**src/rtl/urv_divide_pkg.sv**
```systemverilog
// Shared definitions for the RV32M divider: funct3 codes, FSM state encoding
// and the magnitude helper used when latching signed operands.
package urv_divide_pkg;

   localparam logic [2:0] FUNC_DIV  = 3'b100;
   localparam logic [2:0] FUNC_DIVU = 3'b101;
   localparam logic [2:0] FUNC_REM  = 3'b110;
   localparam logic [2:0] FUNC_REMU = 3'b111;

   localparam logic [31:0] INT_MIN = 32'h8000_0000;
   localparam logic [31:0] ALL_ONES = 32'hFFFF_FFFF;

   typedef enum logic [1:0] {
      DIV_IDLE = 2'b00,
      DIV_BUSY = 2'b01,
      DIV_FIX  = 2'b10,
      DIV_DONE = 2'b11
   } div_state_e;

   function automatic logic [31:0] abs32(input logic [31:0] v);
      return v[31] ? (32'd0 - v) : v;
   endfunction

endpackage

```
**src/rtl/urv_div_step.sv**
```systemverilog
// One restoring radix-2 division step: shift the next dividend bit into the
// partial remainder, subtract the divisor when it fits and record the quotient bit.
module urv_div_step (
   input  logic [31:0] r_i,
   input  logic [31:0] q_i,
   input  logic [31:0] divisor_i,
   output logic [31:0] r_next_o,
   output logic [31:0] q_next_o
);

   logic [32:0] shifted;
   logic [33:0] diff;
   logic        ge;
   logic        step_unused;

   // Partial remainder is 33 bits wide so divisors above 2^31 still compare correctly.
   always_comb begin
      shifted  = {r_i, q_i[31]};
      diff     = {1'b0, shifted} - {2'b00, divisor_i};
      ge       = ~diff[33];
      r_next_o = ge ? diff[31:0] : shifted[31:0];
      q_next_o = {q_i[30:0], ge};
   end

   // When the subtraction succeeds the difference is below the divisor, so bit 32 is zero.
   assign step_unused = diff[32];

endmodule

```
**src/rtl/urv_divide.sv**
```systemverilog
// Iterative restoring divider for DIV/DIVU/REM/REMU in the X stage.
// Define URV_DIV_EARLY_OUT_EN to skip iteration for divide-by-zero and signed overflow.
module urv_divide
   import urv_divide_pkg::*;
(
   input  logic        clk_i,
   input  logic        rst_n_i,
   input  logic        x_stall_i,
   input  logic        x_kill_i,
   output logic        x_stall_req_o,
   input  logic [31:0] d_rs1_i,
   input  logic [31:0] d_rs2_i,
   input  logic [2:0]  d_fun_i,
   input  logic        d_is_divide_i,
   output logic [31:0] x_rd_o
);

   // Handshake: x_stall_req_o high means the result is not ready and X must hold;
   // the instruction retires in the DONE cycle, where the request is low and x_rd_o valid.

   div_state_e  state_q, state_d;
   logic [4:0]  counter_q, counter_d;
   logic [31:0] r_q, r_d;
   logic [31:0] q_q, q_d;
   logic [31:0] divisor_q, divisor_d;
   logic [31:0] rs1_q, rs1_d;
   logic [31:0] rd_q, rd_d;
   logic        rem_q, rem_d;
   logic        qneg_q, qneg_d;
   logic        rneg_q, rneg_d;
   logic        div0_q, div0_d;

   logic        start;
   logic        is_signed;
   logic        early_out;
   logic        stall_req;
   logic [31:0] step_r, step_q;
   logic [31:0] fix_q, fix_r;
   logic        fun_unused;

   assign fun_unused = d_fun_i[2];
   assign is_signed  = ~d_fun_i[0];
   assign start      = d_is_divide_i & ~x_kill_i;

`ifdef URV_DIV_EARLY_OUT_EN
   assign early_out = (d_rs2_i == 32'd0) |
                      (is_signed & (d_rs1_i == INT_MIN) & (d_rs2_i == ALL_ONES));
`else
   assign early_out = 1'b0;
`endif

   urv_div_step u_step (
      .r_i       (r_q),
      .q_i       (q_q),
      .divisor_i (divisor_q),
      .r_next_o  (step_r),
      .q_next_o  (step_q)
   );

   assign fix_q = qneg_q ? (32'd0 - q_q) : q_q;
   assign fix_r = rneg_q ? (32'd0 - r_q) : r_q;

   always_comb begin
      state_d   = state_q;
      counter_d = counter_q;
      r_d       = r_q;
      q_d       = q_q;
      divisor_d = divisor_q;
      rs1_d     = rs1_q;
      rd_d      = rd_q;
      rem_d     = rem_q;
      qneg_d    = qneg_q;
      rneg_d    = rneg_q;
      div0_d    = div0_q;
      stall_req = 1'b0;

      case (state_q)
         DIV_IDLE: begin
            stall_req = start;
            if (start) begin
               rem_d     = d_fun_i[1];
               rs1_d     = d_rs1_i;
               div0_d    = (d_rs2_i == 32'd0);
               qneg_d    = is_signed & (d_rs1_i[31] ^ d_rs2_i[31]);
               rneg_d    = is_signed & d_rs1_i[31];
               q_d       = is_signed ? abs32(d_rs1_i) : d_rs1_i;
               divisor_d = is_signed ? abs32(d_rs2_i) : d_rs2_i;
               r_d       = 32'd0;
               counter_d = 5'd31;
               // With q=|rs1| and r=0, signed overflow already holds its final answer.
               state_d   = early_out ? DIV_FIX : DIV_BUSY;
            end
         end

         DIV_BUSY: begin
            stall_req = 1'b1;
            if (x_kill_i) begin
               state_d = DIV_IDLE;
            end else begin
               r_d = step_r;
               q_d = step_q;
               if (counter_q == 5'd0) begin
                  state_d = DIV_FIX;
               end else begin
                  counter_d = counter_q - 5'd1;
               end
            end
         end

         DIV_FIX: begin
            stall_req = 1'b1;
            if (x_kill_i) begin
               state_d = DIV_IDLE;
            end else begin
               if (div0_q) begin
                  rd_d = rem_q ? rs1_q : ALL_ONES;
               end else begin
                  rd_d = rem_q ? fix_r : fix_q;
               end
               state_d = DIV_DONE;
            end
         end

         DIV_DONE: begin
            // Leaving DONE never starts: the retiring instruction is not re-sampled.
            if (!x_stall_i) begin
               state_d = DIV_IDLE;
            end
         end

         default: begin
            state_d = DIV_IDLE;
         end
      endcase
   end

   always_ff @(posedge clk_i or negedge rst_n_i) begin
      if (!rst_n_i) begin
         state_q   <= DIV_IDLE;
         counter_q <= 5'd0;
         r_q       <= 32'd0;
         q_q       <= 32'd0;
         divisor_q <= 32'd0;
         rs1_q     <= 32'd0;
         rd_q      <= 32'd0;
         rem_q     <= 1'b0;
         qneg_q    <= 1'b0;
         rneg_q    <= 1'b0;
         div0_q    <= 1'b0;
      end else begin
         state_q   <= state_d;
         counter_q <= counter_d;
         r_q       <= r_d;
         q_q       <= q_d;
         divisor_q <= divisor_d;
         rs1_q     <= rs1_d;
         rd_q      <= rd_d;
         rem_q     <= rem_d;
         qneg_q    <= qneg_d;
         rneg_q    <= rneg_d;
         div0_q    <= div0_d;
      end
   end

   assign x_stall_req_o = stall_req;
   assign x_rd_o        = rd_q;

endmodule

```
**config.mk**
```make
export PLATFORM = sky130hd
export DESIGN_NAME = urv_divide
export DESIGN_NICKNAME = d
export VERILOG_FILES = /design/src/rtl/urv_divide_pkg.sv /design/src/rtl/urv_div_step.sv /design/src/rtl/urv_divide.sv
export SDC_FILE = /design/constraint.sdc
export NUM_CORES = 1
export LEC_CHECK = 0
export CELL_PAD_IN_SITES_DETAIL_PLACEMENT = 0
export CELL_PAD_IN_SITES_GLOBAL_PLACEMENT = 1
export CORE_MARGIN = 2
export CORE_UTILIZATION = 25
export DETAILED_ROUTE_END_ITERATION = 10
export PLACE_DENSITY = 0.61
export SYNTH_ARGS = -nofsm -noshare
export SYNTH_HDL_FRONTEND = slang
export SYNTH_HIERARCHICAL = 1
export SYNTH_SLANG_ARGS = --single-unit
```
**constraint.sdc**
```tcl
create_clock -name clk_i -period 2.6 [get_ports clk_i]
set_clock_uncertainty 0.15 [all_clocks]
set_input_delay 0.65 -clock clk_i [delete_from_list [all_inputs] [get_ports clk_i]]
set_output_delay 0.65 -clock clk_i [all_outputs]
set_load 0.02 [all_outputs]
```
==> summary.md, run 1 <==
| Metric | Value |
|---|---|
| Fin util | 37.7% |
| Worst skew pair latency | 470 ps |
| Met2 usage | 30.5% |
| Largest net degree at the start of global routing | 55 |
| Max-cap violation count | 0 |
| Worst path required time | 2810 ps |
| Asr flop ratio synth | 100% |
| Mapped cell area | 0.0126 sq mm |
| Total grt overflow | 0 |
| R2R cell count | 8 |
| Post-DR vias/cell | 4.88 |
| Post-layout min period | 2870 ps |
| Core area | 0.0500 sq mm |
| Reg clk slew, reported paths | 80 ps |
| Max frequency | 0.348 GHz |
| Starting Density | 25.2% |
| Startpoint Class | flop |
| Num CTS Buffers | 17 |
| DRC viols | 0 |
| Status | finished with violations |
| Fin cells | 2660 |
| Hold Crit Class | reg -> reg |
| Failing checks | negative setup slack |
| DR vias | 13.0k |
| Peak VDD IR | 699 uV |
| Clk root buf | clkbuf_16 |
| GPL Wtd Cong | 0.974 |
| EDFF count, synth | 0 |
| Final Hold Viols | 0 |
| Arr. time, crit path | 3090 ps |
| Antenna Violating Nets Remaining | 0 |
| Clock Sinks | 171 |
| Final setup vio count | 31 |
| Drt pass-1 iters | 7 |
| Wire per inst | 18.4 um |
| Nets | 2091 |
| I/O pin cnt | 105 |
| Layout overhead on the synthesized area | 49.3% |
| Tightest hold margin | 327 ps |
| FF-to-FF Start | r_q[10]$_DFFE_PN0P_ |
| Max-slew violation count | 0 |
| Detailed placement HPWL | 37400 um |
| # diodes | 0 |
| Worst slew pin tran | 495 ps |
| Synthesized Nets | 1708 |
| Yosys warning total | 6 |
| Die H | 229 um |
| DRT iter0 DRCs | 852 |
| Met3 GRT Util | 3.34% |
| Layout cells sized above 1 | 31.3% |
| Dpl cells | 2596 |
| Critical path fanouts, max | 4 |
| Row count | 82 |
| GR Util met1 | 24.3% |
| First-pass GRT wire length | 74900 um |
| Placed Area | 0.0167 sq mm |
| Vias in the first global route | 12.8k |
| Most common cell after layout, fill and taps aside | buf_4 |
| Total power per unit cell area | 1350 mW/mm^2 |
| Total die area | 0.0523 sq mm |
| Mean post-synth cell area | 7.92 sq um |
| Final worst path period share | 111% |
| Post-synth top area share | 33.9% |
| Initial antenna violation count | 0 |
| Max-slew headroom | 66.7% |
| Netlist cell types | 78 |
| CP most frequent cell | or4_4 |
| Critical Path End Type | flop |
| IO Port Bufs | 103 |
| CTS tree | yes |
| Post-synthesis sequential area ratio | 33.9% |
| Max incr delay on CP | 470 ps |
| Bufs on Longest Clock Path | 2 |
| Leading area contributor after synthesis | dfrtp_1 |
| Worst setup path endpoint | x_rd_o[28]$_DFFE_PN0P_ |
| RSZ-0062 raised after global routing | true |
| Critical path, cell by cell | buf_6 > or4_4 > or4_4 > or3_4 > o31a_1 > xnor2_2 > buf_4 > a21oi_2 |
| CP startpoint | r_q[10]$_DFFE_PN0P_ |
| GRT Max-Usage Layer | met2 |
| Top_reg_cell synth | dfrtp_1 |
| Kind of critical path | reg -> reg |
| H-tree levels | 4 |
| Area contributors post-synth | dfrtp_1, nand2_1, o21ai_0 |
| Post-Route WL | 48900 um |
| Final instance area | 0.0188 sq mm |
| Slowest cell on crit path | dfrtp_2 |
| Static leakage | 0.00810 uW |
| Most frequent cells in the layout | buf_4, nand2_1, dfrtp_1, o21ai_0, clkdlybuf4s50_1 |
| Reg2Reg Setup Slack | -270 ps |
| Post-synthesis register bit count | 171 |
| Worst Setup Slack, final | -275 ps |
| Die width | 229 um |
| GRT Overall Usage | 18.4% |
| FF-to-FF End | x_rd_o[28]$_DFFE_PN0P_ |
| Syn Inst Count | 1593 |
-- cell type report --
cell class,count,area [sq um]
fillers,5162,31100
multi-input cells,1242,8670
flip-flops and latches,171,4290
repair buffers,483,4170
well taps,672,841
clock buffers,18,429
inverters,61,254
clock inverters,13,180
-- cell usage after synthesis, drive strengths merged (10+ instances only) --
library cell  number
or3               14
a22oi             10
or2               10
nor3              29
xnor2             61
inv               61
nor2b             11
nand2            326
o31ai             43
xor2              76
nand2b            15
buf               46
or4               15
clkbuf            73
nor2              90
dfrtp            171
o41ai             22
ha                42
nor4              14
o21ai            192
o22ai             23
a21o              19
a221oi            13
a31oi             13
nand3             18
o211ai            13
a21oi             66
-- power by group --
group	total, uW	switching (uW)	internal (uW)
logic	17800	9350	8490
clock network	2780	1240	1540
registers	4880	1030	3840
-- registers in the layout, summed over array words and instances, names as in the netlist --
| register | flops |
|---|---|
| div0_q | 1 |
| rem_q | 1 |
| rs1_q | 32 |
| q_q | 32 |
| rneg_q | 1 |
| state_q | 2 |
| divisor_q | 32 |
| x_rd_o | 32 |
| r_q | 32 |
| qneg_q | 1 |
| counter_q | 5 |
-- logic make-up (layout without fill, tap and decap cells) --
family / after synthesis / after routing / synth area share [%]
multiplexers: 12 / 12 / 1.02
AND/OR/NAND/NOR: 577 / 577 / 20.7
buffers and inverters: 180 / 575 / 6.49
flip-flops: 171 / 171 / 33.9
AO/OA/AOI/OAI: 473 / 473 / 24.0
adder cells (fa/ha/maj): 43 / 43 / 4.33
XOR/XNOR: 137 / 137 / 9.51
-- through the flow --
stage / worst slack [ps] / setup TNS, ps / total power, uW
after floorplan: -284 / -979 / 12900
after global placement: -951 / -34070 / 19300
after detailed placement: -971 / -35850 / 19400
after CTS: -188 / -3170 / 23700
after global routing: -324 / -6380 / 27300
final: -275 / -2380 / 25500
-- repair_timing --
| item | 4_1_cts | 5_1_grt |
|---|---|---|
| endpoints found under the hold margin | 32 | 0 |
| endpoints found under the setup margin | 67 | 74 |
| pin swaps | 58 | 59 |
| gates cloned | 1 | 1 |
| hold buffers | 1 | 0 |
| gates resized for setup | 145 | 192 |
| setup buffers | 21 | 15 |
-- how the worst min path moves through the flow --
stage / startpoint / end / slack [ps] / cells after the start
finish: divisor_q[16]$_DFFE_PN0P_ / divisor_q[16]$_DFFE_PN0P_ / 330 / 2
global route: rs1_q[2]$_DFFE_PN0P_ / rs1_q[2]$_DFFE_PN0P_ / 350 / 2
CTS: rs1_q[2]$_DFFE_PN0P_ / rs1_q[2]$_DFFE_PN0P_ / 330 / 2
detailed placement: rs1_q[16]$_DFFE_PN0P_ / rs1_q[16]$_DFFE_PN0P_ / 310 / 2
global placement: rs1_q[16]$_DFFE_PN0P_ / rs1_q[16]$_DFFE_PN0P_ / 310 / 2
floorplan: rst_n_i / counter_q[0]$_DFFE_PN0P_ / 200 / 0
-- routing by layer --
layer  vias to the layer above  share of wire, %
met5                         -                 0
met3                        63               4.3
li1                       6384                 -
met4                         0               2.5
met2                       290                47
met1                      6239                46
-- worst max-delay path: cells and delay by family, from the launching register on --
family	cells	cell delay [ps]
AND/OR/NAND/NOR	3	1320
AO/OA/AOI/OAI	2	330
XOR/XNOR	1	180
flip-flops	1	470
buffers and inverters	2	310
No activity file was read; power rests on OpenSTA's default activity.
==> inputs of run 2 (changes only) <==
CORE_UTILIZATION = 35   (was 25)
PLACE_DENSITY = 0.77   (was 0.61)
SLEW_MARGIN = 20   (was not set)
==> run 2 against run 1 <==
  * The run still ends with negative setup slack left
  * Sequential share of layout area rose by 1.0 points
  * Sequential power up 1%
  * Register-to-register slack barely moved
  * Combinational power fell by 9.6%
  * Flip-flop and latch count unchanged
  * Worst setup slack worse by 5.4 ps
  * Total power shrank 7.2%
  * Final cell count is 8.9% lower
  * Non-clock buffer count fell by 27
  * Wire length is 6.8% lower
  * Largest cell class unchanged
  * Largest power group unchanged
  * Highest routed layer unchanged
==> summary.md, run 2 (synthesis gave the netlist of run 1 again) <==
| Metric | Value |
|---|---|
| DRC viols | 0 (unchanged) |
| Post-Route WL | 45600 um (-6.8%) |
| GPL Wtd Cong | 0.954 (-2.1%) |
| Static leakage | 0.00791 uW (-2.5%) |
| Drt pass-1 iters | 5 (-2) |
| Final Hold Viols | 0 (unchanged) |
| Reg clk slew, reported paths | 70 ps (about the same) |
| Max frequency | 0.347 GHz (-0.19%) |
| Peak VDD IR | 521 uV (-26%) |
| Switching Share | 46.0% (+0.36 points) |
| Clock Sinks | 171 (unchanged) |
| Dpl cells | 2363 (-9.0%) |
| Met2 Routed Length | 22400 um (-3.1%) |
| Worst path required time | 2770 ps (-40 ps) |
| Max incr delay on CP | 410 ps (-60 ps) |
| Top delay family on crit path | compound AO/OA/AOI/OAI gates |
| Nets | 2064 (-1.3%) |
| Power after layout | 23600 uW (-7.2%) |
| Worst setup path endpoint | r_q[28]$_DFFE_PN0P_ |
| Status | finished with violations |
| Row count | 69 (-16%) |
| Top routing layer used | met4 |
| CTS tree | yes |
| DR vias | 13.1k (+1.0%) |
| GRT Overall Usage | 24.1% (+5.8 points) |
| DR WL met3 | 2400 um (+15%) |
| Antenna Violating Nets Remaining | 0 (unchanged) |
| Fin util | 50.6% (+13 points) |
| Starting Density | 35.5% (+10 points) |
| Startpoint Class | flop |
| Post-layout min period | 2880 ps (+5.38 ps) |
| Worst skew pair latency | 440 ps (-30 ps) |
| DRT iter0 DRCs | 945 (+11%) |
| Filler Cell Count | 3401 (-34%) |
| Max-slew headroom | 48.5% (-18 points) |
| Critical path fanouts, max | 2 (-2) |
| Hold Crit Class | reg -> reg |
| Max-cap violation count | 0 (unchanged) |
| FF-to-FF End | r_q[28]$_DFFE_PN0P_ |
| Most common cell after layout, fill and taps aside | nand2_1 |
| Wire per inst | 18.8 um (+2.3%) |
| RSZ-0062 raised after global routing | true |
| Total die area | 0.0376 sq mm (-28%) |
| Clock power frac | 11.0% (about the same) |
| I/O pin cnt | 105 (unchanged) |
| Die width | 194 um (-15%) |
| Total power per unit cell area | 1310 mW/mm^2 (-3.0%) |
| H-tree levels | 4 (unchanged) |
| Arr. time, crit path | 3050 ps (-40 ps) |
| # diodes | 0 (unchanged) |
| Num CTS Buffers | 17 (unchanged) |
| Kind of critical path | reg -> reg |
| Comb pwr share | 68.2% (-1.8 points) |
| Max-slew violation count | 0 (unchanged) |
| Bufs on Longest Clock Path | 2 (unchanged) |
| R2R cell count | 13 (+5) |
| Largest net degree at the start of global routing | 51 (-7.3%) |
| Setup total negative slack | -4770 ps (-2390 ps) |
| CP startpoint | q_q[31]$_DFFE_PN0P_ |
| Total grt overflow | 0 (unchanged) |
| Critical path depth | 13 (+5) |
| NetSw | 10900 uW (-6.5%) |
| Clk root buf | clkbuf_16 |
| Vias in the first global route | 12.9k (+0.31%) |
| Critical Path End Type | flop |
| Slowest cell on crit path | dfrtp_1 |
| Final setup vio count | 35 (+13%) |
| Layout overhead on the synthesized area | 42.7% |
| Layout cells sized above 1 | 27.7% (-3.6 points) |
| Worst Setup Slack, final | -280 ps (-5.38 ps) |
| First-pass GRT wire length | 72100 um (-3.7%) |
| Detailed placement HPWL | 35100 um (-6.2%) |
| Reg2Reg Setup Slack | -280 ps (about the same) |
| Critical path, cell by cell | inv_1 > ha_2 > inv_2 > fa_2 > a21o_1 > a31oi_4 > o21bai_1 > and3_4 > o41ai_4 > xor2_1 > o21ai_1 > nand2_1 > o21ai_0 |
| Core area | 0.0356 sq mm (-29%) |
| Post-DR vias/cell | 5.41 (+11%) |
| Fin cells | 2423 (-8.9%) |
| Final worst path period share | 111% (+0.21 points) |
| Crit path buffers/inverters | 2 (unchanged) |
| FF-to-FF Start | q_q[31]$_DFFE_PN0P_ |
| Initial antenna violation count | 0 (unchanged) |
| Worst slew pin tran | 770 ps (+275 ps) |
| Tightest hold margin | 325 ps (-2.03 ps) |
| IO Port Bufs | 103 (unchanged) |
| Wl on met1 | 19600 um (-13%) |
| Failing checks | negative setup slack |
| Internal | 12800 uW (-7.8%) |
| Die H | 194 um (-15%) |
| Reg power frac | 20.8% (+1.7 points) |
| Most frequent cells in the layout | nand2_1, buf_4, dfrtp_1, o21ai_0, clkdlybuf4s50_1 |
-- run 2: cell count changes in the layout (fill, tap and decap cells not counted), sizes merged --
cell | before | now
buf | 383 | 356
bufinv | 3 | 2
clkbuf | 19 | 18
clkdlybuf4s50 | 87 | 86
clkinv | 1 | 6
clkinvlp | 2 | 4
dlygate4sd2 | 8 | 6
dlymetal6s2s | 0 | 4
inv | 68 | 63
-- run 2: repair_timing --
item / CTS / global route
gates resized for setup: 137 / 118
hold buffers: 1 / 0
endpoints found under the hold margin: 37 / 0
gates cloned: 2 / 1
setup endpoints to repair: 71 / 70
setup buffers: 15 / 12
pin swaps: 42 / 51
-- run 2: worst reg2reg max path, stage by stage (launching register included) --
cell      delay (ps)
dfrtp_1          410
inv_1             70
ha_2             200
inv_2             40
fa_2             330
a21o_1           230
a31oi_4          210
o21bai_1         170
and3_4           230
o41ai_4          240
xor2_1           250
o21ai_1           90
nand2_1           50
o21ai_0           70
-- run 2: metal layers --
layer  vias up  track usage (%)
li1       6316                -
met1      6331             31.6
met2       390             41.5
met3        71             3.76
met4         0             6.40
met5         -                0
-- run 2: how the worst min path moves through the flow --
| stage | slack, ps | endpoint | cells past startpoint | start |
|---|---|---|---|---|
| 3_5_place_dp | 310 | rs1_q[29]$_DFFE_PN0P_ | 2 | rs1_q[29]$_DFFE_PN0P_ |
| 2_1_floorplan | 200 | counter_q[0]$_DFFE_PN0P_ | 0 | rst_n_i |
| 5_1_grt | 340 | x_rd_o[3]$_DFFE_PN0P_ | 1 | x_rd_o[3]$_DFFE_PN0P_ |
| 4_1_cts | 330 | rs1_q[21]$_DFFE_PN0P_ | 2 | rs1_q[21]$_DFFE_PN0P_ |
| 6_report | 320 | rs1_q[21]$_DFFE_PN0P_ | 2 | rs1_q[21]$_DFFE_PN0P_ |
| 3_3_place_gp | 310 | rs1_q[21]$_DFFE_PN0P_ | 2 | rs1_q[21]$_DFFE_PN0P_ |
-- run 2: cell type report --
type                            count  area, sq um  share of cell area [%]
Clock buffer                       18          429                    2.38
Clock inverter                     14          145                   0.806
Inverter                           61          249                    1.38
Multi-Input combinational cell   1242         8390                    46.6
Sequential cell                   171         4280                    23.8
Tap cell                          461          577                    3.20
Timing Repair Buffer              456         3920                    21.8
-- run 2: power groups by stage --
stage | combinational (uW) | clock [uW] | sequential, uW
3_5_place_dp | 13900 | 0 | 4910
3_3_place_gp | 13800 | 0 | 4890
6_report | 16100 | 2590 | 4930
2_1_floorplan | 7920 | 0 | 5010
4_1_cts | 15200 | 2630 | 4880
5_1_grt | 17600 | 2750 | 5050
-- run 2: per-stage QoR --
step / area, sq um / setup WS [ps]
6_report: 18000 / -280
5_1_grt: 18000 / -421
4_1_cts: 17400 / -290
3_5_place_dp: 16300 / -1020
3_3_place_gp: 16300 / -973
2_1_floorplan: 12700 / -284
